--- src/rtl/path_pkg.sv ---
// rtl/path_pkg.sv - shared constants and helpers for the path merge units and their arbiter
//
// Holds the word width and burst quota defaults shared by path and path_arbiter,
// an index-width helper, and a one-hot decoder sized for the largest arbiter.

package path_pkg;

    // Defaults shared with the path merge unit.
    localparam int DWIDTH_DEF = 8;
    localparam int BURST_DEF  = 10;

    // Widest requester vector any arbiter instance may have.
    localparam int MAX_REQ = 8;

    // Number of bits needed to index n items (n >= 2).
    function automatic int clog2(input int n);
        int r;
        r = 0;
        for (int i = 0; i < 31; i++) begin
            if ((1 << i) < n) begin
                r = i + 1;
            end
        end
        return r;
    endfunction

    // One-hot decode of a unit index; callers cast the result down to NREQ bits.
    function automatic logic [MAX_REQ-1:0] onehot(input logic [2:0] idx);
        logic [MAX_REQ-1:0] v;
        v      = '0;
        v[idx] = 1'b1;
        return v;
    endfunction

endpackage

--- src/rtl/rr_pick.sv ---
// rtl/rr_pick.sv - combinational round-robin search over a request vector
//
// Scans indices start+1 .. start+N-1 (modulo N) and returns the first one whose
// request bit is set. The start index itself is never selected, so a scheduler
// can ask "who else wants the resource" without masking its current owner.
//
// Ports:
//   req    in  N   request vector
//   start  in  IW  index the scan starts after
//   found  out 1   at least one other index is requesting
//   idx    out IW  first requesting index after start (start when none found)

module rr_pick #(
    parameter int N  = 4,
    parameter int IW = 2
) (
    input  logic [N-1:0]  req,
    input  logic [IW-1:0] start,
    output logic          found,
    output logic [IW-1:0] idx
);

    // One extra bit so start+i cannot overflow before the modulo wrap.
    logic [IW:0] k;

    always_comb begin
        found = 1'b0;
        idx   = start;
        k     = '0;
        for (int i = 1; i < N; i++) begin
            k = {1'b0, start} + (IW+1)'(i);
            if (k >= (IW+1)'(N)) begin
                k = k - (IW+1)'(N);
            end
            if (!found && req[k[IW-1:0]]) begin
                found = 1'b1;
                idx   = k[IW-1:0];
            end
        end
    end

endmodule

--- src/rtl/path_arbiter.sv ---
// rtl/path_arbiter.sv - round-robin burst arbiter merging NREQ path units onto one output
//
// Issues a registered one-hot grant to one path unit at a time, counts words
// transferred in the current tenure, rotates to the next requester after BURST
// words or when the owner stops requesting, and forwards the owner's word two
// cycles after its transfer. Any valid_i that does not match the expected
// returning word sets a sticky error.
//
// Ports:
//   clk      in  1             clock, rising edge
//   rst_n    in  1             asynchronous active-low reset
//   req_i    in  NREQ          per-unit request
//   valid_i  in  NREQ          per-unit word valid (one cycle after transfer)
//   data_i   in  NREQ*DWIDTH   per-unit words, slice k = [k*DWIDTH +: DWIDTH]
//   stall_i  in  1             consumer back-pressure, blocks new grants
//   gnt_o    out NREQ          registered one-hot grant or zero
//   data_o   out DWIDTH        registered output word
//   valid_o  out 1             registered output valid
//   src_o    out clog2(NREQ)   unit that produced data_o
//   err_o    out 1             sticky protocol error

module path_arbiter
    import path_pkg::*;
#(
    parameter int NREQ   = 4,
    parameter int DWIDTH = DWIDTH_DEF,
    parameter int BURST  = BURST_DEF
) (
    input  logic                     clk,
    input  logic                     rst_n,
    input  logic [NREQ-1:0]          req_i,
    input  logic [NREQ-1:0]          valid_i,
    input  logic [NREQ*DWIDTH-1:0]   data_i,
    input  logic                     stall_i,
    output logic [NREQ-1:0]          gnt_o,
    output logic [DWIDTH-1:0]        data_o,
    output logic                     valid_o,
    output logic [clog2(NREQ)-1:0]   src_o,
    output logic                     err_o
);

    localparam int IW = clog2(NREQ);
    localparam int CW = clog2(BURST);

    logic [IW-1:0]   owner;
    logic [IW-1:0]   owner_n;
    logic [CW-1:0]   cnt;
    logic [CW-1:0]   cnt_n;
    logic            exp_q;
    logic [IW-1:0]   exp_src_q;

    logic            xfer;
    logic            pick_found;
    logic [IW-1:0]   pick_idx;
    logic [NREQ-1:0] gnt_next;
    logic [NREQ-1:0] exp_mask;
    logic [DWIDTH-1:0] word_sel;

    rr_pick #(
        .N  (NREQ),
        .IW (IW)
    ) u_rr_pick (
        .req   (req_i),
        .start (owner),
        .found (pick_found),
        .idx   (pick_idx)
    );

    // A word moves exactly when the registered grant meets the owner's request;
    // the path unit reads its FIFO (or bypasses) in this same cycle.
    assign xfer = gnt_o[owner] & req_i[owner];

    // Tenure bookkeeping. A full quota always starts a new tenure, even when no
    // one else is waiting; an idle owner yields only if someone else wants in,
    // otherwise the grant stays parked so an empty path can still bypass.
    always_comb begin
        owner_n = owner;
        cnt_n   = cnt;
        if (xfer) begin
            if (cnt == CW'(BURST - 1)) begin
                cnt_n = '0;
                if (pick_found) begin
                    owner_n = pick_idx;
                end
            end else begin
                cnt_n = cnt + 1'b1;
            end
        end else if (!req_i[owner] && pick_found) begin
            owner_n = pick_idx;
            cnt_n   = '0;
        end
    end

    assign gnt_next = NREQ'(onehot(3'(owner_n)));

    // The only legal valid_i pattern is the returning word of last cycle's transfer.
    assign exp_mask = exp_q ? NREQ'(onehot(3'(exp_src_q))) : '0;

    always_comb begin
        word_sel = '0;
        for (int k = 0; k < NREQ; k++) begin
            if (exp_src_q == IW'(k)) begin
                word_sel = data_i[k*DWIDTH +: DWIDTH];
            end
        end
    end

    always_ff @(posedge clk or negedge rst_n) begin
        if (!rst_n) begin
            owner     <= '0;
            cnt       <= '0;
            gnt_o     <= '0;
            exp_q     <= 1'b0;
            exp_src_q <= '0;
            data_o    <= '0;
            valid_o   <= 1'b0;
            src_o     <= '0;
            err_o     <= 1'b0;
        end else begin
            owner     <= owner_n;
            cnt       <= cnt_n;
            // Stall only withholds the next grant; words already transferred
            // keep flowing through exp_q to the output.
            gnt_o     <= stall_i ? '0 : gnt_next;
            exp_q     <= xfer;
            exp_src_q <= owner;
            if (exp_q && valid_i[exp_src_q]) begin
                data_o  <= word_sel;
                valid_o <= 1'b1;
                src_o   <= exp_src_q;
            end else begin
                valid_o <= 1'b0;
            end
            err_o     <= err_o | (valid_i != exp_mask);
        end
    end

endmodule

--- config.mk ---
export PLATFORM = sky130hd
export DESIGN_NAME = path_arbiter
export DESIGN_NICKNAME = d
export VERILOG_FILES = /design/src/rtl/path_pkg.sv /design/src/rtl/rr_pick.sv /design/src/rtl/path_arbiter.sv
export SDC_FILE = /design/constraint.sdc
export NUM_CORES = 1
export LEC_CHECK = 0
export CAP_MARGIN = 10
export CORE_MARGIN = 1.5
export CORE_UTILIZATION = 30
export CTS_CLUSTER_DIAMETER = 60
export DETAILED_ROUTE_END_ITERATION = 7
export GPL_TIMING_DRIVEN = 0
export SKIP_LAST_GASP = 1
export SYNTH_ARGS = -nofsm -noshare
export SYNTH_HDL_FRONTEND = slang
export SYNTH_SLANG_ARGS = --single-unit
--- constraint.sdc ---
create_clock -name clk -period 2.4 [get_ports clk]
set_input_delay 0.72 -clock clk [delete_from_list [all_inputs] [get_ports clk]]
set_output_delay 0.72 -clock clk [all_outputs]
set_load 0.02 [all_outputs]
Word-level counts from Yosys, hierarchy flattened

Index checks and enable logic that the tools add are counted.

Register bits after elaboration: 25
Input port bits: 43
Output and inout bits: 16
Logic and storage cells: 85

Add/subtract/negate cells: 7
$lt $le $gt $ge: 12
Eq/ne operators: 5
Multiplexer cells: 39
Bitwise gates (word level): 2
Reductions and logical operators: 11

Operator list:

| cell                  | count |
|---|---|
| $mux W8               | 4 |
| $mux W2               | 10 |
| $mux W4               | 5 |
| $lt A2 B3 Y1 const B  | 5 |
| $bmux W1 S2           | 6 |
| $mux W1               | 12 |
| $ge A3 B3 Y1 const B  | 3 |
| $lt A2 B4 Y1 const B  | 2 |
| $add A2 B2 Y3 const B | 2 |
| $logic_and A1 B1 Y1   | 6 |
| $sub A2 B1 Y2 const B | 3 |
| $add A4 B1 Y4 const B | 1 |
| $demux W1 S2          | 2 |
| $eq A2 B2 Y1 const B  | 2 |
| $eq A4 B4 Y1 const B  | 1 |
| $ge A2 B1 Y1 const B  | 2 |
| $ne A4 B4 Y1          | 1 |
| $add A2 B1 Y3 const B | 1 |
| $logic_not A1 Y1      | 3 |
| $eq A2 B1 Y1 const B  | 1 |
| $logic_not A2 Y1      | 1 |
| $reduce_bool A2 Y1    | 1 |
| $and A1 B1 Y1         | 1 |
| $or A1 B1 Y1          | 1 |

Logic depth before layout (Yosys ltp)

Word-level depth: 20
Mapped depth: 7
Mapped depth without buffers: 7

Modules after synthesis

From an unflattened synthesis, not the netlist that was laid out.

Cell total of the unflattened synthesis: 125
Area, all modules: 1507.7 um^2

By module, submodules not included:

| module       | instances | cells each | area an instance (um^2) | seq. area each (um^2) |
|---|---|---|---|---|
| path_arbiter | 1         | 109        | 1407.6                  | 625.6 |
| rr_pick      | 1         | 16         | 100.1                   | 0.0 |

Worst setup path before layout

No wires, ideal clock.

Kind: input-to-reg
Start point: in req_i[3]
End point: reg gnt_o[1]
Setup time: 0.077 ns
Arrival: 2.293 ns
Required time: 2.323 ns
Path slack: 0.029 ns
Stages on the path: 5
Path buffers: 0
Cells stage by stage: mux4_2 a21boi_1 or3_4 or4_1 a21oi_1

Cells in the longest elaborated chain, start to end: 17
Elaborated cells on any way between the ends: 31
Those cells by class: order compare (2); mux (21); bitwise (1); reduce/logical (7)

Ends and longest elaborated chain:

| what                                                                      | line                                   | text |
|---|---|---|
| start: declaration                                                        | path_arbiter.sv:31                     | `input logic [NREQ-1:0] req_i,` |
| $bmux W1 S2                                                               | rr_pick.sv:35                          | `if (!found && req[k[IW-1:0]]) begin` |
| $mux W1 (not written as such)                                             | rr_pick.sv:35                          |  |
| $mux W1                                                                   | rr_pick.sv:35                          |  |
| $logic_not A1 Y1                                                          | rr_pick.sv:35                          |  |
| $logic_and A1 B1 Y1                                                       | rr_pick.sv:35                          |  |
| $mux W1                                                                   | rr_pick.sv:35                          |  |
| $logic_not A1 Y1                                                          | rr_pick.sv:35                          |  |
| $logic_and A1 B1 Y1                                                       | rr_pick.sv:35                          |  |
| $mux W2 / $mux W1 (equally long branches)                                 | rr_pick.sv:35                          |  |
| $mux W2 / $logic_and A1 B1 Y1 (equally long branches)                     | path_arbiter.sv:82, path_arbiter.sv:88 |  |
| $mux W2 (on tied branches)                                                | path_arbiter.sv:80, path_arbiter.sv:88 |  |
| $mux W2 (*)                                                               | path_arbiter.sv:79                     | `if (xfer) begin` |
| $lt A2 B4 Y1 (not written as such) / $ge A2 B1 Y1 (equally long branches) | path_pkg.sv:31                         | `v[idx] = 1'b1;` |
| $logic_and A1 B1 Y1 (not written as such)                                 | path_pkg.sv:31                         |  |
| $mux W1 (not written as such)                                             | path_pkg.sv:31                         |  |
| $demux W1 S2 (*)                                                          | path_pkg.sv:31                         |  |
| $mux W4 (*)                                                               | path_arbiter.sv:124                    | `gnt_o <= stall_i ? '0 : gnt_next;` |
| end signal: assignment                                                    | path_arbiter.sv:124                    |  |
| end: declaration                                                          | path_arbiter.sv:35                     | `output logic [NREQ-1:0] gnt_o,` |

Mark *: on every way between the ends. The rest lies on a longest branch, timed or not. The select of a mux whose other input is x is not followed.
A chain may end at the register's enable or synchronous reset.

Final worst setup path

Ends and elaborated chain as after synthesis.

==> out/qor.csv <==
stage;metric;value;unit
outcome;run status;complete, no violations;
synth;post-synthesis register bit count;25;
timing;final setup fails;0;
layout;non-filler instance count after layout;233;
clock_network;CTS tree;yes;
layout;final-stage net count;227;
clock_network;clk_lat worst skew;0.26;ns
synth;Synth Cell Area;1440;µm²
synth;distinct cell type count after synthesis;42;
synth;EDFF count, synth;0;
route;DR pass1 iterations;4;
layout;share of cells above drive strength 1;0.188;
power_and_ir_drop;PD cells;1030;nW/µm²
power_and_ir_drop;Peak VDD IR;0.000384;V
layout;Antenna diodes;0;
worst_setup_path;Crit Path Class;input pin to register;
clock_network;clk slew on worst S/H paths;0.08;ns
global_routing;initial antenna violation count;0;
timing;max-slew violation count;0;
global_routing;first-pass GRT wire length;5850;µm
placement;Detail Placement HPWL;2670;µm
timing;FMAX;432;MHz
worst_setup_path;critical path fanouts, max;7;
layout;post-layout util;0.487;
placement;I/O Buffers;58;
timing;fin crit period;2.31;ns
floorplan;# IOs;59;
synth;Mean Syn Cell Area;12.3;µm²
layout;fillers;418;
hold_path;Worst Hold Class;register to register;
worst_setup_path;Worst setup SP type;input pin;
timing;Final Cycle Share;0.964;
placement;number of cells after detailed placement;227;
power_and_ir_drop;Leak;0.879;nW
timing;Fin. Hold Viols;0;
route;1st-iter DRT viols;22;
timing;Slew headroom;0.561;
floorplan;core area;4470;µm²
floorplan;Die X;72.2;µm
synth;Yosys warnings;0;
floorplan;Die Y;72.2;µm
route;via count;1233;
synth;Cells after Synth;117;
floorplan;Rows;24;
timing;Clock Skews;0.00328;ns
worst_setup_path;Crit path required time;2.60;ns
layout;area occupied by multi-input gates;791;µm²
floorplan;Initial Util;0.321;
global_routing;largest net degree at the start of global routing;26;
synth;syn_nets;162;
synth;Seq/Total Area, Yosys;0.436;
route;routed wire length per instance;15.2;µm
worst_setup_path;CP Data Arrival Time;2.51;ns
layout;commonest non-fill, non-tap cell in the layout;clkdlybuf4s50_1;
synth;FFs w/ async S/R, synth;1.00;
floorplan;die area;5210;µm²
route;Antenna Nets Post-Route;0;
layout;Layout area overhead;51.8;%
global_routing;grt ovf;0;
synth;Main synth FF type;dfrtp_1;
clock_network;Root Buffer;clkbuf_8;
worst_setup_path;critical path endpoint category;register;
placement;Placer Congestion;0.739;
global_routing;vias in the first global route;1307;
job;Maximum Capacitance Violations;0;
layout;register area;626;µm²
layout;commonest non-fill, non-tap cells in the layout;clkdlybuf4s50_1 (54), dfrtp_1 (25), mux4_2 (10);
timing;RSZ-0062 raised after global routing;no;
global_routing;Tot GR Track Use;0.143;
clock_network;Max clock buf depth;2;
clock_network;H-tree levels;1;
route;vias per cell;5.29;
route;final wirelength;3540;µm
route;Residual DRC;0;
clock_network;CTS buffer count;3;
clock_network;CTS sink cnt;25;
timing;Least-Margin Pin Slew;0.658;ns
==> registers in the layout, summed over array words and instances, names as in the netlist <==
register / count
cnt: 4
data_o: 8
err_o: 1
exp_q: 1
exp_src_q: 2
gnt_o: 4
owner: 2
src_o: 2
valid_o: 1
==> cell type report <==
class | count | share of cell area
flip-flops and latches | 25 | 0.287
clock buffers | 4 | 0.0207
repair buffers | 60 | 0.282
multi-input cells | 82 | 0.363
well taps | 52 | 0.0298
plain buffers | 6 | 0.0115
inverters | 4 | 0.00688
==> critical path, cell delays in order <==
cell and delay, ns:
clkdlybuf4s15_2 0.23, mux4_2 0.49, a21boi_1 0.14, or3_4 0.36, or4_4 0.44, a21oi_2 0.13
==> repair_timing <==
action / in CTS / in global routing
cloned: 0 / 0
setup buffers: 1 / 0
setup endpoints to repair: 15 / 4
pin swaps: 2 / 1
hold buffers: 0 / 0
resized for setup: 16 / 2
==> report_power, final <==
group	switching (mW)	internal, mW	leakage [nW]
logic	0.606	0.700	0.542
registers	0.103	0.589	0.314
clock network	0.129	0.119	0.0228
==> cells by family (layout without fill, tap and decap cells) <==
kind of cell / after synthesis / count (layout) / share of synthesized area
flip-flops: 25 / 25 / 0.436
buffers and inverters: 10 / 74 / 0.0270
AO/OA/AOI/OAI: 25 / 25 / 0.118
adder cells (fa/ha/maj): 2 / 2 / 0.0174
XOR/XNOR: 2 / 2 / 0.0122
AND/OR/NAND/NOR: 30 / 30 / 0.132
multiplexers: 23 / 23 / 0.257
==> synthesized netlist by cell type, types with 3 or more instances <==
master | instances | area (µm²)
nand2b_1 | 5 | 31.3
nand2_1 | 4 | 15.0
nor3b_1 | 3 | 22.5
clkbuf_1 | 4 | 15.0
mux4_2 | 10 | 225
dfrtp_1 | 25 | 626
a21oi_1 | 3 | 15.0
nor2_1 | 3 | 11.3
mux2_1 | 3 | 33.8
inv_1 | 3 | 11.3
o22ai_1 | 3 | 18.8
o21ai_1 | 3 | 15.0
mux2_2 | 8 | 90.1
==> per-stage QoR <==
step	power (mW)	setup TNS, ns	instance area (µm²)	hold slack, ns	setup WS, ns
global route	2.41	0	2180	0.505	0.0231
CTS	2.27	0	2150	0.486	0.00416
detailed placement	1.98	-6.49	2080	0.466	-0.623
global placement	1.93	-5.51	2080	0.460	-0.580
floorplan	1.50	0	1440	0.424	0.0293
finish	2.25	0	2180	0.483	0.0876
==> path summary, 6_finish.rpt <==
kind	cells after the start	endpoint	start	slack [ns]
worst max-delay path	6	gnt_o[1]	req_i[3]	0.09
worst min-delay path	0	exp_src_q[1]	owner[1]	0.48
worst max register to register	6	gnt_o[1]	owner[0]	0.24
worst min register to register	0	exp_src_q[1]	owner[1]	0.48
max in group asynchronous	2	gnt_o[1]	rst_n	1.23
min in group asynchronous	1	data_o[7]	rst_n	0.74
==> per-layer routing <==
layer / GRT usage / vias up / share of wire
li1: - / 572 / -
met1: 0.158 / 601 / 0.41
met2: 0.271 / 56 / 0.50
met3: 0.0236 / 4 / 0.077
met4: 0.0566 / 0 / 0.014
met5: 0 / - / 0
No activity file was read; power rests on OpenSTA's default activity.
